## config.mk

```make
export PLATFORM = sky130hd
export DESIGN_NAME = alu_issue
export DESIGN_NICKNAME = d
export VERILOG_FILES = /design/src/rtl/alu_issue.sv
export SDC_FILE = /design/constraint.sdc
export NUM_CORES = 1
export LEC_CHECK = 0
export CORE_MARGIN = 2
export CORE_UTILIZATION = 35
export CTS_CLUSTER_DIAMETER = 60
export DETAILED_ROUTE_END_ITERATION = 8
export GPL_ROUTABILITY_DRIVEN = 0
export GPL_TIMING_DRIVEN = 0
export SLEW_MARGIN = 25
export SYNTH_ARGS = -nofsm -noshare
export SYNTH_HDL_FRONTEND = slang
export SYNTH_SLANG_ARGS = --single-unit
```

## constraint.sdc

```tcl
create_clock -name clk -period 2.6 [get_ports clk]
set_input_delay 0.52 -clock clk [delete_from_list [all_inputs] [get_ports clk]]
set_output_delay 0.52 -clock clk [all_outputs]
set_load 0.01 [all_outputs]
```

## src/rtl/alu_issue.sv

```systemverilog
// alu_issue: decodes RV32I instructions into an ALU opcode plus operands and
// buffers the results in a 2-entry in-order FIFO. All outputs come straight
// from the head-entry register, so there is no combinational path from any
// input to any output.
//
// Ports
//   clk, rst_n                  clock, async active-low reset
//   IN_VALID_i / IN_READY_o     upstream handshake
//   INSTR_i, RS1_DATA_i,
//   RS2_DATA_i, PC_i            instruction word, operands, instruction address
//   OUT_VALID_o / OUT_READY_i   downstream handshake
//   ALU_OP_o, ALU_A_o, ALU_B_o  ALU opcode and operands
//   BR_o, BR_INV_o, ILLEGAL_o   branch, inverted branch, undecodable instruction
module alu_issue (
  input  logic        clk,
  input  logic        rst_n,
  input  logic        IN_VALID_i,
  output logic        IN_READY_o,
  input  logic [31:0] INSTR_i,
  input  logic [31:0] RS1_DATA_i,
  input  logic [31:0] RS2_DATA_i,
  input  logic [31:0] PC_i,
  output logic        OUT_VALID_o,
  input  logic        OUT_READY_i,
  output logic [3:0]  ALU_OP_o,
  output logic [31:0] ALU_A_o,
  output logic [31:0] ALU_B_o,
  output logic        BR_o,
  output logic        BR_INV_o,
  output logic        ILLEGAL_o
);

  localparam logic [3:0] OP_AND = 4'b0000, OP_OR  = 4'b0001, OP_SUM = 4'b0010,
                         OP_EQ  = 4'b0011, OP_SLL = 4'b0100, OP_SRL = 4'b0101,
                         OP_SRA = 4'b0111, OP_XOR = 4'b1000, OP_SUB = 4'b1010,
                         OP_GE  = 4'b1100, OP_GEU = 4'b1101, OP_SLT = 4'b1110,
                         OP_SLTU = 4'b1111;

  localparam logic [6:0] OPC_OP = 7'b0110011, OPC_OPIMM = 7'b0010011,
                         OPC_BRANCH = 7'b1100011, OPC_LOAD = 7'b0000011,
                         OPC_STORE = 7'b0100011, OPC_LUI = 7'b0110111,
                         OPC_AUIPC = 7'b0010111, OPC_JAL = 7'b1101111,
                         OPC_JALR = 7'b1100111;

  typedef struct packed {
    logic [3:0]  op;
    logic [31:0] a;
    logic [31:0] b;
    logic        br;
    logic        br_inv;
    logic        ill;
  } entry_t;

  logic [6:0]  opc;
  logic [2:0]  f3;
  logic [6:0]  f7;
  logic        f7_zero, f7_alt;
  logic [31:0] imm_i, imm_s, imm_u;
  entry_t      dec;

  assign opc     = INSTR_i[6:0];
  assign f3      = INSTR_i[14:12];
  assign f7      = INSTR_i[31:25];
  assign f7_zero = (f7 == 7'b0000000);
  assign f7_alt  = (f7 == 7'b0100000);
  assign imm_i   = {{20{INSTR_i[31]}}, INSTR_i[31:20]};
  assign imm_s   = {{20{INSTR_i[31]}}, INSTR_i[31:25], INSTR_i[11:7]};
  assign imm_u   = {INSTR_i[31:12], 12'b0};

  always_comb begin
    dec = '0;
    case (opc)
      OPC_OP, OPC_OPIMM: begin
        dec.a = RS1_DATA_i;
        dec.b = (opc == OPC_OP) ? RS2_DATA_i : imm_i;
        case (f3)
          3'b000: begin
            // OP-IMM has no SUBI: funct7 bits are immediate there
            if (opc == OPC_OP) begin
              dec.op  = f7_alt ? OP_SUB : OP_SUM;
              dec.ill = !(f7_zero || f7_alt);
            end else begin
              dec.op = OP_SUM;
            end
          end
          3'b001: begin
            dec.op  = OP_SLL;
            dec.ill = !f7_zero;
          end
          3'b010: begin
            dec.op  = OP_SLT;
            dec.ill = (opc == OPC_OP) && !f7_zero;
          end
          3'b011: begin
            dec.op  = OP_SLTU;
            dec.ill = (opc == OPC_OP) && !f7_zero;
          end
          3'b100: begin
            dec.op  = OP_XOR;
            dec.ill = (opc == OPC_OP) && !f7_zero;
          end
          3'b101: begin
            dec.op  = f7_alt ? OP_SRA : OP_SRL;
            dec.ill = !(f7_zero || f7_alt);
          end
          3'b110: begin
            dec.op  = OP_OR;
            dec.ill = (opc == OPC_OP) && !f7_zero;
          end
          default: begin
            dec.op  = OP_AND;
            dec.ill = (opc == OPC_OP) && !f7_zero;
          end
        endcase
        if (opc == OPC_OPIMM && (f3 == 3'b001 || f3 == 3'b101))
          dec.b = {27'b0, INSTR_i[24:20]};
      end
      OPC_BRANCH: begin
        dec.br = 1'b1;
        dec.a  = RS1_DATA_i;
        dec.b  = RS2_DATA_i;
        case (f3)
          3'b000: dec.op = OP_EQ;
          3'b001: begin
            dec.op     = OP_EQ;
            dec.br_inv = 1'b1;
          end
          3'b100: dec.op = OP_SLT;
          3'b101: dec.op = OP_GE;
          3'b110: dec.op = OP_SLTU;
          3'b111: dec.op = OP_GEU;
          default: dec.ill = 1'b1;
        endcase
      end
      OPC_LOAD: begin
        dec.op = OP_SUM;
        dec.a  = RS1_DATA_i;
        dec.b  = imm_i;
      end
      OPC_STORE: begin
        dec.op = OP_SUM;
        dec.a  = RS1_DATA_i;
        dec.b  = imm_s;
      end
      OPC_LUI: begin
        dec.op = OP_SUM;
        dec.b  = imm_u;
      end
      OPC_AUIPC: begin
        dec.op = OP_SUM;
        dec.a  = PC_i;
        dec.b  = imm_u;
      end
      OPC_JAL, OPC_JALR: begin
        dec.op = OP_SUM;
        dec.a  = PC_i;
        dec.b  = 32'd4;
      end
      default: dec.ill = 1'b1;
    endcase
    // Any illegal instruction presents as a clean AND 0,0 with no branch
    if (dec.ill) begin
      dec        = '0;
      dec.ill    = 1'b1;
    end
  end

  // Shift-register FIFO: head_q always drives the outputs, tail_q is the
  // second entry and moves into head on a pop.
  entry_t     head_q, head_d, tail_q, tail_d;
  logic [1:0] count_q, count_d;
  logic       push, pop;

  assign IN_READY_o  = (count_q != 2'd2);
  assign OUT_VALID_o = (count_q != 2'd0);
  assign push        = IN_VALID_i && IN_READY_o;
  assign pop         = OUT_VALID_o && OUT_READY_i;

  always_comb begin
    head_d  = head_q;
    tail_d  = tail_q;
    count_d = count_q;
    case ({push, pop})
      2'b10: begin
        if (count_q == 2'd0) head_d = dec;
        else                 tail_d = dec;
        count_d = count_q + 2'd1;
      end
      2'b01: begin
        head_d  = tail_q;
        count_d = count_q - 2'd1;
      end
      // Simultaneous push/pop only happens with one entry held (push needs
      // count<2, pop needs count>0), so the new entry becomes head directly.
      2'b11: head_d = dec;
      default: ;
    endcase
  end

  always_ff @(posedge clk or negedge rst_n) begin
    if (!rst_n) begin
      head_q  <= '0;
      tail_q  <= '0;
      count_q <= 2'd0;
    end else begin
      head_q  <= head_d;
      tail_q  <= tail_d;
      count_q <= count_d;
    end
  end

  assign ALU_OP_o  = head_q.op;
  assign ALU_A_o   = head_q.a;
  assign ALU_B_o   = head_q.b;
  assign BR_o      = head_q.br;
  assign BR_INV_o  = head_q.br_inv;
  assign ILLEGAL_o = head_q.ill;

endmodule

```

Word-level counts from Yosys, hierarchy flattened:

Cells that the tools add are included.

* register bits: 144
* input bits: 132
* output and inout bits: 73
* word-level logic and storage cells: 82

* add/subtract/negate cells: 2
* equal/unequal tests: 22
* mux-type cells: 20
* bitwise gates (word level): 1
* reduce and logical (&&, ||, !) cells: 24

Operators by type and width (count)
* $pmux W71 S3: 1
* $pmux W32 S6: 1
* $mux W71: 2
* $mux W32: 2
* $pmux W32 S2: 1
* $eq A7 B6 Y1 const B: 4
* $pmux W4 S7: 1
* $eq A7 B7 Y1 const B: 3
* $pmux W4 S5: 1
* $eq A7 B5 Y1 const B: 2
* $eq A3 B3 Y1 const B: 4
* $pmux W4 S3: 1
* $reduce_or A6 Y1: 2
* $mux W4: 2
* $reduce_or A2 Y1: 4
* $eq A7 B2 Y1 const B: 1
* $logic_not A7 Y1: 1
* $eq A3 B2 Y1 const B: 2
* $pmux W1 S3: 2
* $reduce_or A5 Y1: 1
* $eq A2 B2 Y1 const B: 2
* $logic_and A1 B1 Y1: 4
* $mux W2: 2
* $ne A2 B2 Y1 const B: 2
* 15 further kinds: 21

Longest topological paths before layout:

Gate-level depths: netlist (run 1).

* depth after elaboration: 9
* depth in mapped cells: 10
* depth with buffers taken out: 8

Least setup slack after synthesis (run 1):

Ideal clock, no wire load.

* path kind: flip-flop to flip-flop
* start point: register count_q[0]
* end point: register tail_q[48] (netlist name)
* library setup time: 0.139 ns
* arrival: 1.883 ns
* required time: 2.461 ns
* slack: 0.577 ns
* cell stages (with the launch flop): 9
* buffers on the path: 2
* period minus slack after synthesis: 2.023 ns
* cell sequence: dfrtp_1 nand2b_1 nand2_1 inv_1 ha_1 nand2_1 clkbuf_1 clkbuf_1 o31ai_2

* cells in the longest elaborated chain, start to end: 4
* elaborated cells on any way between the ends: 8
* those cells by class: 2 x eq/ne; 1 x bitwise; 5 x reduce/logical

Ends and longest elaborated chain
* start, declared: line 171 `logic [1:0] count_q, count_d;`
* start signal, assigned: line 208 `count_q <= count_d;`
* $ne A2 B2 Y1: line 174 `assign IN_READY_o = (count_q != 2'd2);`
* via IN_READY_o: line 18 `output logic IN_READY_o,`
* $logic_and A1 B1 Y1: line 176 `assign push = IN_VALID_i && IN_READY_o;`
* $eq A2 B2 Y1: line 183 `case ({push, pop})`
* $reduce_and A2 Y1 (no line)
* end signal, assigned: line 207 `tail_q <= tail_d;`
* end, declared: line 170 `entry_t head_q, head_d, tail_q, tail_d;`

The timed path passes the listed nets, and every way through them passes these cells.
A chain may end at the register's enable or synchronous reset.

Worst setup path after layout (run 1):

* start point: input INSTR_i[1]
* end point: register head_q (netlist bit ALU_A_o[22])

* cells in the longest elaborated chain, start to end: 7
* elaborated cells on any way between the ends: 21
* those cells by class: 9 x eq/ne; 7 x mux; 5 x reduce/logical

Ends and longest elaborated chain
* start, declared: line 19 `input logic [31:0] INSTR_i,`
* $eq A7 B6 Y1
* $mux W1 / $logic_and A1 B1 Y1 (equally long branches)
* $pmux W1 S3: line 76 `case (f3)`
* $pmux W1 S3: line 72 `case (opc)`
* $mux W71 *: line 162 `if (dec.ill) begin`
* $mux W71: line 185 `if (count_q == 2'd0) head_d = dec;`
* $pmux W71 S3 *: line 183
* end signal, assigned: line 202 `head_q <= '0;`
* end signal, assigned: line 206 `head_q <= head_d;`
* end, declared: line 170

Mark *: on every way between the ends. The rest lies on a longest branch, timed or not. The select of a mux whose other input is x is not followed.

==> results by group, run 1 <==
Layout
  • Final Non-Filler Cells: 1240
  • Seq. cell area: 3600 um^2
  • Ant diodes: 0
  • Layout cells sized above 1: 0.121
  • Area Growth Syn to Fin: 40.8%
  • Fillers: 2034
  • Nets@finish: 1086
  • Area taken by multi-input logic gates: 3330 um^2

Floorplanning
  • Initial Util: 0.354
  • IO Count: 205
  • Num rows: 53
  • Die Wd: 149 um
  • Core Area: 20800 um^2
  • Full die area: 22200 um^2
  • Die Span Y: 149 um

Power and ir drop
  • Net Sw Power: 0.00219 W
  • Switching part of the total: 0.335
  • P_int: 0.00435 W
  • Flop pwr share: 0.362
  • Total Power: 0.00654 W
  • Leak Pwr: 4.39 nW
  • Combinational share of power: 0.247
  • Power Density: 630 nW/um^2
  • Clock Power Share: 0.391
  • Peak supply drop: 0.000385 V

STA
  • Tightest Pin Transition: 0.721 ns
  • Worst Setup Slack, final: 0.125 ns
  • Final Hold Viols: 0
  • Setup TNS: 0 ns
  • Maximum clock frequency: 404 MHz
  • Worst Clk Skew: 0.0117 ns
  • Final Cycle Share: 0.952
  • Setup Viol. Count Final: 0
  • RSZ-0062 raised after global routing: no
  • Max Transition Viols Final: 0
  • Slew HR: 0.519
  • Fin crit period: 2.48 ns

Logic synthesis
  • Register bit total from synthesis: 144
  • Avg Synthesized Cell Area: 10.1 um^2
  • Synthesis Warnings: 0
  • Top cell type by total area after synthesis: dfrtp_1
  • Post-synth EDFFs: 0
  • Most frequent cell after synthesis: dfrtp_1
  • Syn_nets: 865
  • Gate Count Post-Synth: 731
  • Mapped Area: 7370 um^2
  • Ys async rst share: 1.00
  • Seq/Total Area, Yosys: 0.489
  • Top_reg_cell synth: dfrtp_1
  • Top cells by count, synth: dfrtp_1, o31ai_1, nand2_1
  • Cell variety after synth: 48
  • Synth top area share: 0.489
  • Synth top area cells: dfrtp_1, o31ai_1, and3_1

Placement
  • DP HPWL: 18400 um
  • Placement Setup Slack: -0.438 ns
  • Port-buffer cells: 202
  • DP Cell Count: 1209

Worst setup path
  • Critical-path maximum fanout: 10
  • Number of buffers and inverters on the critical path: 3
  • Crit path DAT: 2.79 ns
  • CP Cell Sequence: clkdlybuf4s50_1 -> and3_1 -> and4b_1 -> buf_1 -> a21o_1 -> buf_2 -> a22oi_1 -> o31ai_1
  • Crit-path max cell delay: 0.47 ns
  • Beginning of the worst register-to-register path: count_q[0]
  • Crit path max-delay cell type: clkdlybuf4s50_1
  • Crit Path Category: primary input to flip-flop
  • Reg2reg setup slack: 0.29 ns
  • Worst Path Required: 2.92 ns
  • Startpoint Class: primary input
  • Worst reg2reg endpoint: ALU_A_o[22]
  • Cell family with most CP delay: buffers and inverters
  • R2R depth: 9
  • Setup crit end kind: flip-flop

Routing
  • 1st-iter DRT viols: 374
  • Routed WL per cell: 20.4 um
  • Via count: 6802
  • Drt first pass iters: 5
  • Total wire length: 25200 um
  • DR DRC count: 0
  • ANT nets after route: 0
  • Via-to-Cell Ratio: 5.49

GRT
  • First-pass GRT wire length: 39100 um
  • Antenna violations before repair: 0
  • Largest net degree at the start of global routing: 78
  • Overflow after GRT: 0
  • Gr usage total: 0.229
  • Vias in the first global route: 6714

Clocking
  • TritonCTS clock tree: yes
  • CTS root buffer: clkbuf_16
  • Bufs on Longest Clock Path: 2
  • CTS Sinks: 144
  • Clk slew on worst S/H paths: 0.06 ns
  • Num CTS Buffers: 17
  • Post-cts resize count: 1
  • Worst skew pair latency: 0.43 ns
  • H-tree Lvls: 4
  • Postcts setup bufs: 0
  • Number of hold buffers added after CTS: 0

Worst hold path
  • Worst Hold Class: primary input to async pin

Run
  • Max-Cap Viols: 0

Status
  • Outcome: completed
[cells by family (layout without fill, tap and decap cells)]
group,Yosys count,in the layout,share of synthesized area
buffers and inverters,87,321,0.0586
xor gates and xnor gates,5,5,0.00595
muxes,2,2,0.00289
adders and majority gates,2,2,0.00340
and+or+nand+nor,192,192,0.136
AOI/OAI and AO/OA,299,299,0.304
DFF,144,144,0.489
[stage by stage]
| step | cell area [um^2] | utilization | hold WS, ns |
|---|---|---|---|
| after floorplan | 7370 | - | 0.224 |
| after global placement | 9730 | 0.467 | 0.452 |
| after detailed placement | 9770 | 0.469 | 0.459 |
| after CTS | 10400 | 0.498 | 0.0474 |
| after global routing | 10400 | 0.498 | 0.0745 |
| final | 10400 | 0.498 | 0.0403 |
[state kept, by name, summed over array words and instances, names as in the netlist]
signal / flops
ALU_A_o: 32
ALU_B_o: 32
ALU_OP_o: 4
BR_INV_o: 1
BR_o: 1
ILLEGAL_o: 1
count_q: 2
tail_q: 71
[final cells by class]
cell class              instances  share of cell area
plain buffers                  80              0.0392
repair buffers                203               0.198
multi-input cells             500               0.321
clock inverters                14              0.0175
inverters                       6             0.00217
flip-flops and latches        144               0.347
clock buffers                  18              0.0414
well taps                     275              0.0332
[power groups by stage]
stage	Clock (W)	Combinational [W]	Sequential [W]
final	0.00256	0.00162	0.00237
after global routing	0.00270	0.00176	0.00238
after CTS	0.00260	0.00163	0.00237
after detailed placement	0	0.00161	0.00241
after global placement	0	0.00160	0.00241
after floorplan	0	0.000786	0.00242
[layout by cell type, fill, tap and decap left out, types with 2 or more instances in the layout]
cell             Yosys  layout
clkdlybuf4s50_1      0     201
dfrtp_1            144     144
o31ai_1            103     103
nand2_1             83      83
a21oi_1             73      73
and3_1              72      72
a22oi_1             45      45
clkbuf_1            41      40
o31ai_2             30      30
buf_2               24      24
a221oi_1            19      19
clkbuf_16            0      17
nor2_1              12      12
buf_4               10      10
o21ai_0              6       6
o21a_1               5       5
buf_6                5       5
nand3_1              5       5
nand2b_1             4       4
inv_1                4       4
a21o_1               4       4
nor2b_1              3       3
xnor2_1              3       3
a31oi_1              3       3
a22o_1               3       3
clkinvlp_4           0       3
inv_6                0       3
bufinv_16            0       3
clkinv_4             0       3
inv_2                2       2
nand3_2              2       2
xor2_1               2       2
nand4_1              2       2
ha_1                 2       2
[how the worst max path moves through the flow]
stage	endpoint	start	cells past startpoint
2_1_floorplan	tail_q[48]	count_q[0]	8
3_3_place_gp	ALU_A_o[9]	rst_n	1
3_5_place_dp	tail_q[56]	IN_VALID_i	8
4_1_cts	tail_q[18]	count_q[0]	9
5_1_grt	ALU_A_o[22]	INSTR_i[5]	7
6_report	ALU_A_o[22]	INSTR_i[1]	8
[routing by layer]
| layer | up-vias | track usage | wire length [um] |
|---|---|---|---|
| met5 | - | 0 | 0 |
| met4 | 0 | 0.0605 | 315 |
| met3 | 19 | 0.0416 | 1040 |
| met2 | 149 | 0.371 | 12300 |
| met1 | 3407 | 0.318 | 11600 |
| li1 | 3227 | - | - |
(Power assumes the default switching activity.)
==> inputs of run 2 (changes only) <==
CORE_MARGIN = default   (was 2)
==> run 2 against run 1 <==
Hold slack worse by 0.013 ns; total power up 1.8%; combinational power about the same; setup slack better by 0.051 ns; maximum frequency up 2.1%; sequential share of layout area down 0.088 points; critical endpoint is now ALU_A_o[20].
==> results by group, run 2 (synthesis gave the netlist of run 1 again) <==
Clocking
  • Worst skew pair latency: 0.43 ns (about the same)
  • H-tree Lvls: 4 (unchanged)
  • Clk slew on worst S/H paths: 0.06 ns (about the same)
  • CTS root buffer: clkbuf_16
  • Number of hold buffers added after CTS: 0 (unchanged)
  • CTS Sinks: 144 (unchanged)
  • Bufs on Longest Clock Path: 2 (unchanged)
  • Num CTS Buffers: 17 (unchanged)
  • TritonCTS clock tree: yes
  • Postcts setup bufs: 0 (unchanged)
  • Post-cts resize count: 0 (-1)

Layout
  • Core Util, Final: 0.509 (+0.0109)
  • Fillers: 1927 (-5.3%)
  • Nets@finish: 1086 (unchanged)
  • Commonest non-fill, non-tap cell in the layout: clkdlybuf4s50_1
  • Area Growth Syn to Fin: 41.2%
  • Layout cells sized above 1: 0.122 (+0.00116)
  • Biggest register: tail_q
  • Max FFs per register: 71 (unchanged)
  • Most frequent cells in the layout: clkdlybuf4s50_1, dfrtp_1, o31ai_1
  • Ant diodes: 0 (unchanged)

STA
  • Tightest Pin Transition: 0.728 ns (+0.00667 ns)
  • Final Hold Viols: 0 (unchanged)
  • Setup Viol. Count Final: 0 (unchanged)
  • Fin crit period: 2.42 ns (-0.0513 ns)
  • Slew HR: 0.515 (-0.00445)
  • RSZ-0062 raised after global routing: no
  • Hold slack: 0.0271 ns (-0.0132 ns)
  • Worst Setup Slack, final: 0.176 ns (+0.0513 ns)
  • Setup TNS: 0 ns (unchanged)
  • Worst Clk Skew: 0.00881 ns (-0.00286 ns)
  • Max Transition Viols Final: 0 (unchanged)
  • Final Cycle Share: 0.932 (-0.0197)
  • Maximum clock frequency: 413 MHz (+2.1%)

Placement
  • Placement Setup Slack: -0.380 ns (+0.0581 ns)
  • DP HPWL: 18000 um (-2.1%)
  • Port-buffer cells: 202 (unchanged)

Worst hold path
  • Worst Hold Class: primary input to async pin

Worst setup path
  • CP Cell Sequence: clkdlybuf4s50_1 -> and4bb_4 -> o21a_1 -> clkbuf_1 -> a22oi_1 -> o31ai_1
  • Crit-path max cell delay: 0.48 ns (about the same)
  • Beginning of the worst register-to-register path: count_q[0]
  • Critical Path End: ALU_A_o[20]
  • Worst reg2reg endpoint: ALU_B_o[13]
  • Cell family with most CP delay: compound AO/OA/AOI/OAI gates
  • Worst Path Required: 2.91 ns (about the same)
  • Reg2reg setup slack: 0.22 ns (-0.07 ns)
  • Crit path max-delay cell type: clkdlybuf4s50_1
  • Crit path DAT: 2.73 ns (-0.06 ns)
  • R2R depth: 10 (+1)
  • Crit path depth: 6 (-2)
  • Number of buffers and inverters on the critical path: 2 (-1)
  • Setup crit end kind: flip-flop
  • Critical-path maximum fanout: 10 (unchanged)
  • Crit Path Category: primary input to flip-flop
  • Startpoint Class: primary input
  • CP startpoint: INSTR_i[3]

GRT
  • Vias in the first global route: 6705 (-0.13%)
  • Largest net degree at the start of global routing: 77 (-1.3%)
  • Antenna violations before repair: 0 (unchanged)
  • Overflow after GRT: 0 (unchanged)
  • Gr usage total: 0.233 (+0.00401)
  • First-pass GRT wire length: 38900 um (-0.64%)

Power and ir drop
  • Leak Pwr: 4.41 nW (+0.50%)
  • Peak supply drop: 0.000493 V (+28%)
  • Power Density: 640 nW/um^2 (+1.6%)
  • Total Power: 0.00666 W (+1.8%)

Floorplanning
  • Full die area: 21600 um^2 (-2.7%)
  • Die Wd: 147 um (-1.3%)
  • Die Span Y: 147 um (-1.3%)
  • Core Area: 20400 um^2 (-1.9%)
  • IO Count: 205 (unchanged)
  • Num rows: 52 (-1.9%)
  • Initial Util: 0.361 (+0.00680)

Routing
  • DR DRC count: 0 (unchanged)
  • Routed WL per cell: 20.1 um (-1.5%)
  • Total wire length: 24700 um (-2.0%)
  • ANT nets after route: 0 (unchanged)
  • Via count: 6700 (-1.5%)
  • Via-to-Cell Ratio: 5.43 (-1.0%)
  • Drt first pass iters: 4 (-1)
  • 1st-iter DRT viols: 355 (-5.1%)

Status
  • Outcome: completed

Run
  • Max-Cap Viols: 0 (unchanged)
run 2: changes by cell type in the layout (fill, tap and decap cells not counted), sizes merged:
| cell | delta |
|---|---|
| bufinv | +2 |
| clkinvlp | -2 |
| inv | -2 |
| clkinv | +1 |
run 2: how the worst min path moves through the flow:
| stage | start | to | slack (ns) | cells after the start |
|---|---|---|---|---|
| 6_report | rst_n | ALU_B_o[6] | 0.03 | 1 |
| 5_1_grt | rst_n | ALU_B_o[6] | 0.06 | 1 |
| 4_1_cts | rst_n | ALU_B_o[6] | 0.05 | 1 |
| 3_5_place_dp | tail_q[21] | tail_q[21] | 0.46 | 2 |
| 3_3_place_gp | tail_q[7] | tail_q[7] | 0.45 | 2 |
| 2_1_floorplan | rst_n | ALU_A_o[0] | 0.22 | 0 |
run 2: power breakdown:
part	internal (W)	total [W]	switching, W	leakage (nW)
logic	0.000505	0.00160	0.00109	2.11
clock network	0.00170	0.00269	0.000989	0.311
registers	0.00231	0.00237	0.0000518	1.99
total	0.00452	0.00666	0.00213	4.41
run 2: layout make-up:
cell class / instances / area [um^2] / area share
Clock buffer: 18 / 429 / 0.0413
Clock inverter: 13 / 211 / 0.0203
Sequential cell: 144 / 3600 / 0.346
Tap cell: 270 / 338 / 0.0325
Inverter: 6 / 22.5 / 0.00217
Multi-Input combinational cell: 500 / 3330 / 0.321
Buffer: 80 / 408 / 0.0392
Timing Repair Buffer: 203 / 2050 / 0.198
run 2: routing by layer:
metal / part of all wire / global-route usage / up-vias
met4: 0.015 / 0.0639 / 0
met1: 0.45 / 0.312 / 3309
met3: 0.044 / 0.0472 / 23
met2: 0.49 / 0.382 / 158
met5: 0 / 0 / -
li1: - / - / 3210
run 2: metrics by stage:
stage          cells  cell area, um^2
2_1_floorplan    731             7370
3_3_place_gp    1203             9730
3_5_place_dp    1204             9760
4_1_cts         1235            10400
5_1_grt         1234            10400
6_report        1234            10400
==> inputs of run 3 (changes only) <==
CTS_CLUSTER_SIZE = 8   (was default)
==> results of run 3 <==
The final DEF is identical to that of run 2; final timing and power are the same.
